==> src/rtl/bitreversal_reg_driver_pkg.sv <==
// Shared types and register map for the bit-reversal register driver.
package bitreversal_reg_driver_pkg;

    typedef struct packed {
        logic [31:0] addr;
        logic        write;
        logic [31:0] wdata;
        logic [3:0]  wstrb;
        logic        valid;
    } reg_req_t;

    typedef struct packed {
        logic [31:0] rdata;
        logic        error;
        logic        ready;
    } reg_rsp_t;

    typedef enum logic [3:0] {
        StIdle,
        StWrDin,
        StWrStart,
        StPoll,
        StClrStart,
        StSetRead,
        StRdDout,
        StClrRead,
        StClrDone,
        StOut
    } state_e;

    localparam logic [31:0] REG_DIN   = 32'h00;
    localparam logic [31:0] REG_START = 32'h04;
    localparam logic [31:0] REG_READ  = 32'h08;
    localparam logic [31:0] REG_DONE  = 32'h0C;
    localparam logic [31:0] REG_DOUT  = 32'h10;

    localparam int unsigned DONE_BIT = 0;

endpackage

==> src/rtl/bitreversal_reg_xfer.sv <==
// Single register-bus transaction engine: launches on go, holds fields until ready,
// then drops valid for at least one cycle before the next launch.
module bitreversal_reg_xfer
    import bitreversal_reg_driver_pkg::*;
(
    input  logic        clk_i,
    input  logic        rst_i,
    input  logic        go_i,
    input  logic [31:0] addr_i,
    input  logic        write_i,
    input  logic [31:0] wdata_i,
    output logic        done_o,
    output logic [31:0] rdata_o,
    output logic        error_o,
    output reg_req_t    reg_req_o,
    input  reg_rsp_t    reg_rsp_i
);

    reg_req_t req_q, req_d;
    logic     accept;
    logic     launch;

    assign accept = req_q.valid & reg_rsp_i.ready;
    // Launch is blocked while valid is high, so the accept cycle is always followed by an idle one.
    assign launch = go_i & ~req_q.valid;

    always_comb begin
        req_d = req_q;
        if (accept) begin
            req_d.valid = 1'b0;
        end else if (launch) begin
            req_d.addr  = addr_i;
            req_d.write = write_i;
            req_d.wdata = wdata_i;
            req_d.wstrb = 4'hF;
            req_d.valid = 1'b1;
        end
    end

    always_ff @(posedge clk_i or posedge rst_i) begin
        if (rst_i) begin
            req_q <= '0;
        end else begin
            req_q <= req_d;
        end
    end

    assign reg_req_o = req_q;
    assign done_o    = accept;
    assign rdata_o   = accept ? reg_rsp_i.rdata : '0;
    assign error_o   = accept & reg_rsp_i.error;

endmodule

==> src/rtl/bitreversal_reg_driver.sv <==
// Stream-to-register initiator running one bit-reversal job per input word.
// Optional DONE-poll timeout is enabled by defining BITREV_DRV_TIMEOUT_EN.
module bitreversal_reg_driver
    import bitreversal_reg_driver_pkg::*;
#(
    parameter logic [31:0] BASE_ADDR    = 32'h0000_0000,
    parameter int unsigned POLL_GAP     = 4,
    parameter int unsigned POLL_TIMEOUT = 1024
) (
    input  logic        clk_i,
    input  logic        rst_i,
    input  logic        in_valid_i,
    output logic        in_ready_o,
    input  logic [31:0] in_data_i,
    output logic        out_valid_o,
    input  logic        out_ready_i,
    output logic [31:0] out_data_o,
    output logic        out_err_o,
    output reg_req_t    reg_req_o,
    input  reg_rsp_t    reg_rsp_i,
    output logic        busy_o
);

    state_e      state_q, state_d;
    logic [31:0] data_q, data_d;
    logic        err_q, err_d;
    logic [31:0] gap_q, gap_d;

    logic        go;
    logic [31:0] offs;
    logic        write;
    logic [31:0] wdata;
    logic        xfer_done;
    logic        xfer_err;
    logic [31:0] xfer_rdata;
    logic        poll_expired;

`ifdef BITREV_DRV_TIMEOUT_EN
    logic [31:0] polls_q, polls_d;

    assign poll_expired = (polls_q + 32'd1) >= POLL_TIMEOUT;
`else
    logic unused_timeout;

    assign unused_timeout = ^POLL_TIMEOUT;
    assign poll_expired   = 1'b0;
`endif

    bitreversal_reg_xfer u_xfer (
        .clk_i     (clk_i),
        .rst_i     (rst_i),
        .go_i      (go),
        .addr_i    (BASE_ADDR + offs),
        .write_i   (write),
        .wdata_i   (wdata),
        .done_o    (xfer_done),
        .rdata_o   (xfer_rdata),
        .error_o   (xfer_err),
        .reg_req_o (reg_req_o),
        .reg_rsp_i (reg_rsp_i)
    );

    // Per-state bus request.
    always_comb begin
        go    = 1'b0;
        offs  = REG_DIN;
        write = 1'b1;
        wdata = '0;
        case (state_q)
            StWrDin:    begin go = 1'b1; offs = REG_DIN;   wdata = data_q; end
            StWrStart:  begin go = 1'b1; offs = REG_START; wdata = 32'd1;  end
            StPoll:     begin go = (gap_q <= 32'd1); offs = REG_DONE; write = 1'b0; end
            StClrStart: begin go = 1'b1; offs = REG_START; wdata = 32'd0;  end
            StSetRead:  begin go = 1'b1; offs = REG_READ;  wdata = 32'd1;  end
            StRdDout:   begin go = 1'b1; offs = REG_DOUT;  write = 1'b0;   end
            StClrRead:  begin go = 1'b1; offs = REG_READ;  wdata = 32'd0;  end
            StClrDone:  begin go = 1'b1; offs = REG_DONE;  wdata = 32'd1 << DONE_BIT; end
            default:    ;
        endcase
    end

    always_comb begin
        state_d = state_q;
        data_d  = data_q;
        err_d   = err_q;
        gap_d   = (gap_q != 32'd0) ? gap_q - 32'd1 : 32'd0;
`ifdef BITREV_DRV_TIMEOUT_EN
        polls_d = polls_q;
`endif
        case (state_q)
            StIdle: begin
                if (in_valid_i) begin
                    data_d  = in_data_i;
                    err_d   = 1'b0;
                    state_d = StWrDin;
`ifdef BITREV_DRV_TIMEOUT_EN
                    polls_d = '0;
`endif
                end
            end
            StWrDin:   if (xfer_done) state_d = xfer_err ? StClrStart : StWrStart;
            StWrStart: if (xfer_done) state_d = xfer_err ? StClrStart : StPoll;
            StPoll: begin
                if (xfer_done) begin
`ifdef BITREV_DRV_TIMEOUT_EN
                    polls_d = polls_q + 32'd1;
`endif
                    if (xfer_err || xfer_rdata[DONE_BIT]) begin
                        state_d = StClrStart;
                    end else if (poll_expired) begin
                        err_d   = 1'b1;
                        state_d = StClrStart;
                    end else begin
                        gap_d = POLL_GAP;
                    end
                end
            end
            StClrStart: if (xfer_done) state_d = StSetRead;
            StSetRead:  if (xfer_done) state_d = StRdDout;
            StRdDout: begin
                if (xfer_done) begin
                    if (!xfer_err) data_d = xfer_rdata;
                    state_d = StClrRead;
                end
            end
            StClrRead: if (xfer_done) state_d = StClrDone;
            StClrDone: if (xfer_done) state_d = StOut;
            StOut:     if (out_ready_i) state_d = StIdle;
            default:   state_d = StIdle;
        endcase
        // Errors once in cleanup only mark the job; the flow continues regardless.
        if (xfer_err) err_d = 1'b1;
    end

    always_ff @(posedge clk_i or posedge rst_i) begin
        if (rst_i) begin
            state_q <= StIdle;
            data_q  <= '0;
            err_q   <= 1'b0;
            gap_q   <= '0;
        end else begin
            state_q <= state_d;
            data_q  <= data_d;
            err_q   <= err_d;
            gap_q   <= gap_d;
        end
    end

`ifdef BITREV_DRV_TIMEOUT_EN
    always_ff @(posedge clk_i or posedge rst_i) begin
        if (rst_i) begin
            polls_q <= '0;
        end else begin
            polls_q <= polls_d;
        end
    end
`endif

    assign in_ready_o  = (state_q == StIdle) & ~rst_i;
    assign busy_o      = (state_q != StIdle);
    assign out_valid_o = (state_q == StOut);
    assign out_err_o   = (state_q == StOut) & err_q;
    assign out_data_o  = ((state_q == StOut) && !err_q) ? data_q : '0;

endmodule

==> config.mk <==
export PLATFORM = sky130hd
export DESIGN_NAME = bitreversal_reg_driver
export DESIGN_NICKNAME = d
export VERILOG_FILES = /design/src/rtl/bitreversal_reg_driver_pkg.sv /design/src/rtl/bitreversal_reg_xfer.sv /design/src/rtl/bitreversal_reg_driver.sv
export SDC_FILE = /design/constraint.sdc
export NUM_CORES = 1
export LEC_CHECK = 0
export BUFFER_PORTS_ARGS = -buffer_cell sky130_fd_sc_hd__buf_4
export CAP_MARGIN = 5
export CORE_AREA = 2 2 120 99
export CTS_CLUSTER_DIAMETER = 150
export DETAILED_ROUTE_END_ITERATION = 16
export DIE_AREA = 0 0 122 101
export GPL_TIMING_DRIVEN = 1
export PLACE_DENSITY = 0.74
export RECOVER_POWER = 50
export SLEW_MARGIN = 25
export SYNTH_ARGS = -nofsm -noshare
export SYNTH_HDL_FRONTEND = slang
export SYNTH_SLANG_ARGS = --single-unit
==> constraint.sdc <==
create_clock -name clk_i -period 5.2 [get_ports clk_i]
set_clock_uncertainty 0.1 [all_clocks]
set_input_delay 1.04 -clock clk_i [delete_from_list [all_inputs] [get_ports clk_i]]
set_output_delay 1.04 -clock clk_i [all_outputs]
set_load 0.02 [all_outputs]
After elaboration in Yosys (flattened, before gate mapping) --
Cells that the tools add are included.
Cells by class: mux-type cells 33, order comparisons 1, add/subtract/negate cells 1, reduce and logical (&&, ||, !) cells 20, equal/unequal tests 21, bitwise logic cells 8
Operators by type and width (number):
- 32-bit 2-to-1 mux | 9
- 32-bit one-hot mux with 2 select lines | 2
- 4-bit 2-to-1 mux | 11
- 4-bit one-hot mux with 10 select lines | 1
- 32-bit by 1-bit less-or-equal comparator with 1-bit output (second input constant) | 1
- 32-bit nonzero test | 1
- 32-bit by 1-bit subtractor with 32-bit output (second input constant) | 1
- 5-bit one-hot mux with 4 select lines | 1
- 2-bit by 1-bit != test with 1-bit output (second input constant) | 9
- 4-bit by 3-bit equality test with 1-bit output (second input constant) | 4
- 11-bit AND reduction | 1
- 4-bit by 2-bit equality test with 1-bit output (second input constant) | 2
- 4-bit equality test (second input constant) | 2
- 2-bit nonzero test | 4
- 2-bit OR reduction | 4
- 7-bit OR reduction | 1
- 1-bit 2-to-1 mux | 6
- 3-bit 2-to-1 mux | 2
- 2-bit != test (second input constant) | 3
- 1-bit bitwise AND | 5
- 4-bit by 1-bit equality test with 1-bit output (second input constant) | 1
- 4-bit zero test | 1
- 2-bit AND reduction | 2
- 4-bit AND reduction | 1
- other kinds (7) | 9
Word-level totals: output and inout bits 106, word-level logic and storage cells 93, register bits 109, input bits 70

Depth between registers and ports, before layout --
depth after elaboration 6, gate-level depth with buffers 8, depth with buffers taken out 7

By module --
A second synthesis with hierarchy kept.
Unflattened totals: cell total of the unflattened synthesis 631, area total of the unflattened synthesis 6959.2 µm²
Modules (own cells, without submodules):
- bitreversal_reg_driver | times used 1, sequential area each 1726.7 µm², cells each 444, area an instance 4097.7 µm²
- bitreversal_reg_xfer | times used 1, sequential area each 1676.6 µm², cells each 187, area an instance 2861.5 µm²

Worst setup path after synthesis --
OpenSTA, ideal clock, no wires.
kind register -> output, from register state_q[2], to output out_data_o[10], setup slack 2497 ps, cell stages (with the launch flop) 7, required time 4060 ps, path buffers 2, arrival 1563 ps, path through dfrtp_1 clkbuf_1 nor2_1 nand3_1 nor2_1 clkbuf_1 and2_1
Between the ends: cells in the longest elaborated chain, start to end 3
Ends and longest elaborated chain:
- from (decl) | line bitreversal_reg_driver.sv:24 | state_e state_q, state_d;
- from (signal assigned) | line bitreversal_reg_driver.sv:137 | state_q <= StIdle;
- from (signal assigned) | line bitreversal_reg_driver.sv:142 | state_q <= state_d;
- 4-bit equality test | line bitreversal_reg_driver.sv:163 | assign out_data_o = ((state_q == StOut) && !err_q) ? data_q : '0;
- 1-bit logical AND | line bitreversal_reg_driver.sv:163
- 32-bit 2-to-1 mux | line bitreversal_reg_driver.sv:163
- to (decl) | line bitreversal_reg_driver.sv:17 | output logic [31:0] out_data_o,
No other way between the ends.

==> out/results.tsv <==
metric	value	unit
die outline width	122	µm
CTS Hold Bufs	0	
first-pass GRT wire length	20830	µm
Clock power frac	17.3	%
count of distinct cell types in the synthesized netlist	48	
GRT Overall Usage	21.21	%
Setup crit start	rst_i	
number of core rows	35	
failing checks	capacitance limit, slew limit	
# DRC	0	
final-report max-slew violation count	104	
sequential fraction of the synthesis area	49.48	%
leading area contributor after synthesis	sky130_fd_sc_hd__dfrtp_1	
fraction of met3 tracks used by global routing	4.129	%
fraction of registers with async set/reset	100.0	%
placed cell area	6437	µm²
Die Height	101	µm
clock-pin slew of the registers on the worst-case setup and hold paths	70	ps
most frequent cell after synthesis	sky130_fd_sc_hd__dfrtp_1	
area of all placed cells without fillers	6564	µm²
post-route fraction of the period consumed by the critical path	69.59	%
deepest level of the CTS H-tree	3	
first-pass iteration count of the detailed router	4	
Achievable Freq	276.4	MHz
routed via count divided by cell count	5.327	
share of total power in combinational logic	39.9	%
transition time at the pin with the least slew margin	2734	ps
synth-to-layout area growth	21.29	%
Rel. slew slack	-83.28	%
via count	4480	
largest voltage drop on the vdd net	0.4068	mV
clock tree from TritonCTS	built	
count of nets after finishing	761	
# IOs	176	
layout cells sized above 1	19.62	%
crit start category	input port	
residual overflow from global routing	0	
dominant combinational cell family by area after synthesis	simple AND/OR/NAND/NOR gates	
number of synthesized flops with an enable pin	0	
Inserted Diodes	0	
sequential share of power	42.8	%
DIE AREA	12320	µm²
number of buffers inserted during clock tree synthesis	9	
placed wire-length estimate after detailed placement	9121	µm
initial antenna violation count	0	
total negative slack	0	ps
WL/cell	15.83	µm
minimum hold slack	393.6	ps
worst setup path category	in2async	
max-capacitance violation count	2	
required time at the worst-slack endpoint	5380	ps
r2r startpoint	u_xfer.reg_req_o[0]	
post-synthesis xor/xnor area fraction	4.532	%
Simple-Gate Fraction of Synth Area	22.15	%
Power per Cell Area	558.8	nW/µm²
kind of path behind the tightest hold check	reg2reg	
post-CTS setup buffers	0	
count of placed standard cells in the final layout, fillers left out	841	
drt total wl	13310	µm
final critical-path setup slack	1581	ps
average size of a mapped cell	9.595	µm²
share of cell area taken by muxes after synthesis	0.8324	%
internal portion of total power	2.108	mW
maximum root-to-sink buffer count	2	
Cell Count Post-Placement	825	
startpoint of the worst hold path	u_xfer.reg_req_o[42]	
GR Util met1	30.87	%
Port-buffer cells	146	
synthesized-area fraction occupied by adder cells	0.6936	%
unrepaired setup endpoints after global routing	false	
net load switching power	1.560	mW
largest net degree at the start of global routing	65	
Netlist Area Pre-Place	5411	µm²
filler instances	989	
number of resized instances in the post-cts repair step	0	
starting utilization of the core area	48.46	%
switch share	42.52	%
minimum period implied by the final worst setup slack	3619	ps
post-synthesis register bit count	107	
fraction of post-synthesis cell area in the top cell type by area	49.48	%
Most Crowded Layer GR	met2	
number of global-route vias before repair	4053	
Clock Sinks	107	
synthesized instance count	564	
met2 usage	32.70	%
Routability Congestion	0.8108	
leakage dissipation	3.234	nW
number of DRC violations after detailed-routing iteration 0	291	
list of most frequent post-synthesis cells	sky130_fd_sc_hd__dfrtp_1, sky130_fd_sc_hd__nor2_1, sky130_fd_sc_hd__nand2_1, sky130_fd_sc_hd__o21ai_0, sky130_fd_sc_hd__a21oi_1	
source-to-sink clock delay at the later pin of the worst-skew pair	340	ps
antenna viol nets, final	0	
largest driver fanout on the critical path	63	
share of the synthesized area in compound gates (AO/OA/AOI/OAI)	14.08	%
clock root buffer	sky130_fd_sc_hd__clkbuf_16	
capturing element type of the critical path	asynchronous set/reset pin	
warnings from Yosys	0	
result of the run	complete, but fails checks	
pre-CTS setup slack	2053	ps
Critical Path AT	3800	ps
count of final hold-check violations	0	
Floorplan Core Area	11170	µm²
most instantiated flip-flop cell in the synthesis netlist	sky130_fd_sc_hd__dfrtp_1	
cells taking the most area after synthesis	sky130_fd_sc_hd__dfrtp_1, sky130_fd_sc_hd__a22o_1, sky130_fd_sc_hd__buf_4	
setup violators final	0	
## stage by stage
step	util, %	power (mW)
floorplan	-	2.606
global placement	57.65	3.072
detailed placement	57.65	3.147
CTS	60.09	3.793
global route	58.78	3.932
finish	58.78	3.668
## final cells by class
type / count / area (µm²) / area share (%)
tap: 148 / 185.2 / 2.821
multi-input combinational: 412 / 2424 / 36.92
timing repair buffer: 152 / 980.9 / 14.94
inverter: 6 / 23.77 / 0.3622
sequential: 107 / 2678 / 40.79
clock buffer: 13 / 250.2 / 3.812
clock inverter: 3 / 22.52 / 0.3431
## critical path, cell delays in order
cell and delay, ps:
sky130_fd_sc_hd__clkbuf_1 90, sky130_fd_sc_hd__clkinvlp_2 1530, sky130_fd_sc_hd__clkbuf_2 1080
## power by group through the flow
stage | combinational [mW] | clock [mW] | sequential [mW]
3_3_place_gp | 1.52 | 0 | 1.55
4_1_cts | 1.58 | 0.646 | 1.56
2_1_floorplan | 0.963 | 0 | 1.64
3_5_place_dp | 1.58 | 0 | 1.57
6_report | 1.46 | 0.633 | 1.57
5_1_grt | 1.62 | 0.679 | 1.63
## placed cells by master (no fill, tap or decap), types with 3 or more instances in the layout
cell | synthesis | routed
sky130_fd_sc_hd__nand3_1 | 9 | 9
sky130_fd_sc_hd__and2_1 | 34 | 34
sky130_fd_sc_hd__clkbuf_16 | 0 | 9
sky130_fd_sc_hd__or3_1 | 5 | 5
sky130_fd_sc_hd__mux2_1 | 3 | 3
sky130_fd_sc_hd__a22o_1 | 33 | 33
sky130_fd_sc_hd__ha_1 | 3 | 3
sky130_fd_sc_hd__inv_1 | 6 | 5
sky130_fd_sc_hd__or4_1 | 5 | 5
sky130_fd_sc_hd__o21ai_0 | 41 | 41
sky130_fd_sc_hd__xor2_1 | 8 | 8
sky130_fd_sc_hd__and3_1 | 33 | 33
sky130_fd_sc_hd__nor2_1 | 52 | 52
sky130_fd_sc_hd__nand2_1 | 46 | 46
sky130_fd_sc_hd__conb_1 | 1 | 29
sky130_fd_sc_hd__nand3b_1 | 4 | 4
sky130_fd_sc_hd__buf_4 | 32 | 109
sky130_fd_sc_hd__xnor2_1 | 20 | 20
sky130_fd_sc_hd__nor4_1 | 13 | 11
sky130_fd_sc_hd__a21oi_1 | 36 | 36
sky130_fd_sc_hd__dfrtp_1 | 107 | 107
sky130_fd_sc_hd__nor3_1 | 10 | 10
sky130_fd_sc_hd__clkbuf_1 | 27 | 45
## routing by layer
| metal | wire (µm) | share of wire [%] |
|---|---|---|
| met5 | 0 | 0 |
| met4 | 219 | 1.6 |
| met3 | 880 | 6.6 |
| met2 | 6217 | 47 |
| met1 | 5993 | 45 |
## final timing paths
kind                                         to  slack [ps]  cells after the start
setup / recovery                     data_q[22]        1580                      3
hold / removal             u_xfer.reg_req_o[42]         390                      1
setup reg to reg                     state_q[1]        1920                      5
hold reg to reg            u_xfer.reg_req_o[42]         390                      1
max in group clk_i                   state_q[1]        1710                      6
min in group asynchronous             gap_q[14]        1370                      2
## flip-flops by register name (all words and copies together), names as in the netlist
register          flops
state_q               4
err_q                 1
data_q               32
gap_q                32
u_xfer.reg_req_o     38
## cells by family (layout without fill, tap and decap cells)
| group | after synthesis | count (layout) |
|---|---|---|
| other cells | 1 | 29 |
| fa+ha+maj | 3 | 3 |
| compound gates | 121 | 121 |
| simple gates | 227 | 227 |
| mux | 4 | 4 |
| buf+inv | 73 | 174 |
| xor+xnor | 28 | 28 |
| flops | 107 | 107 |
(Power assumes the default switching activity.)
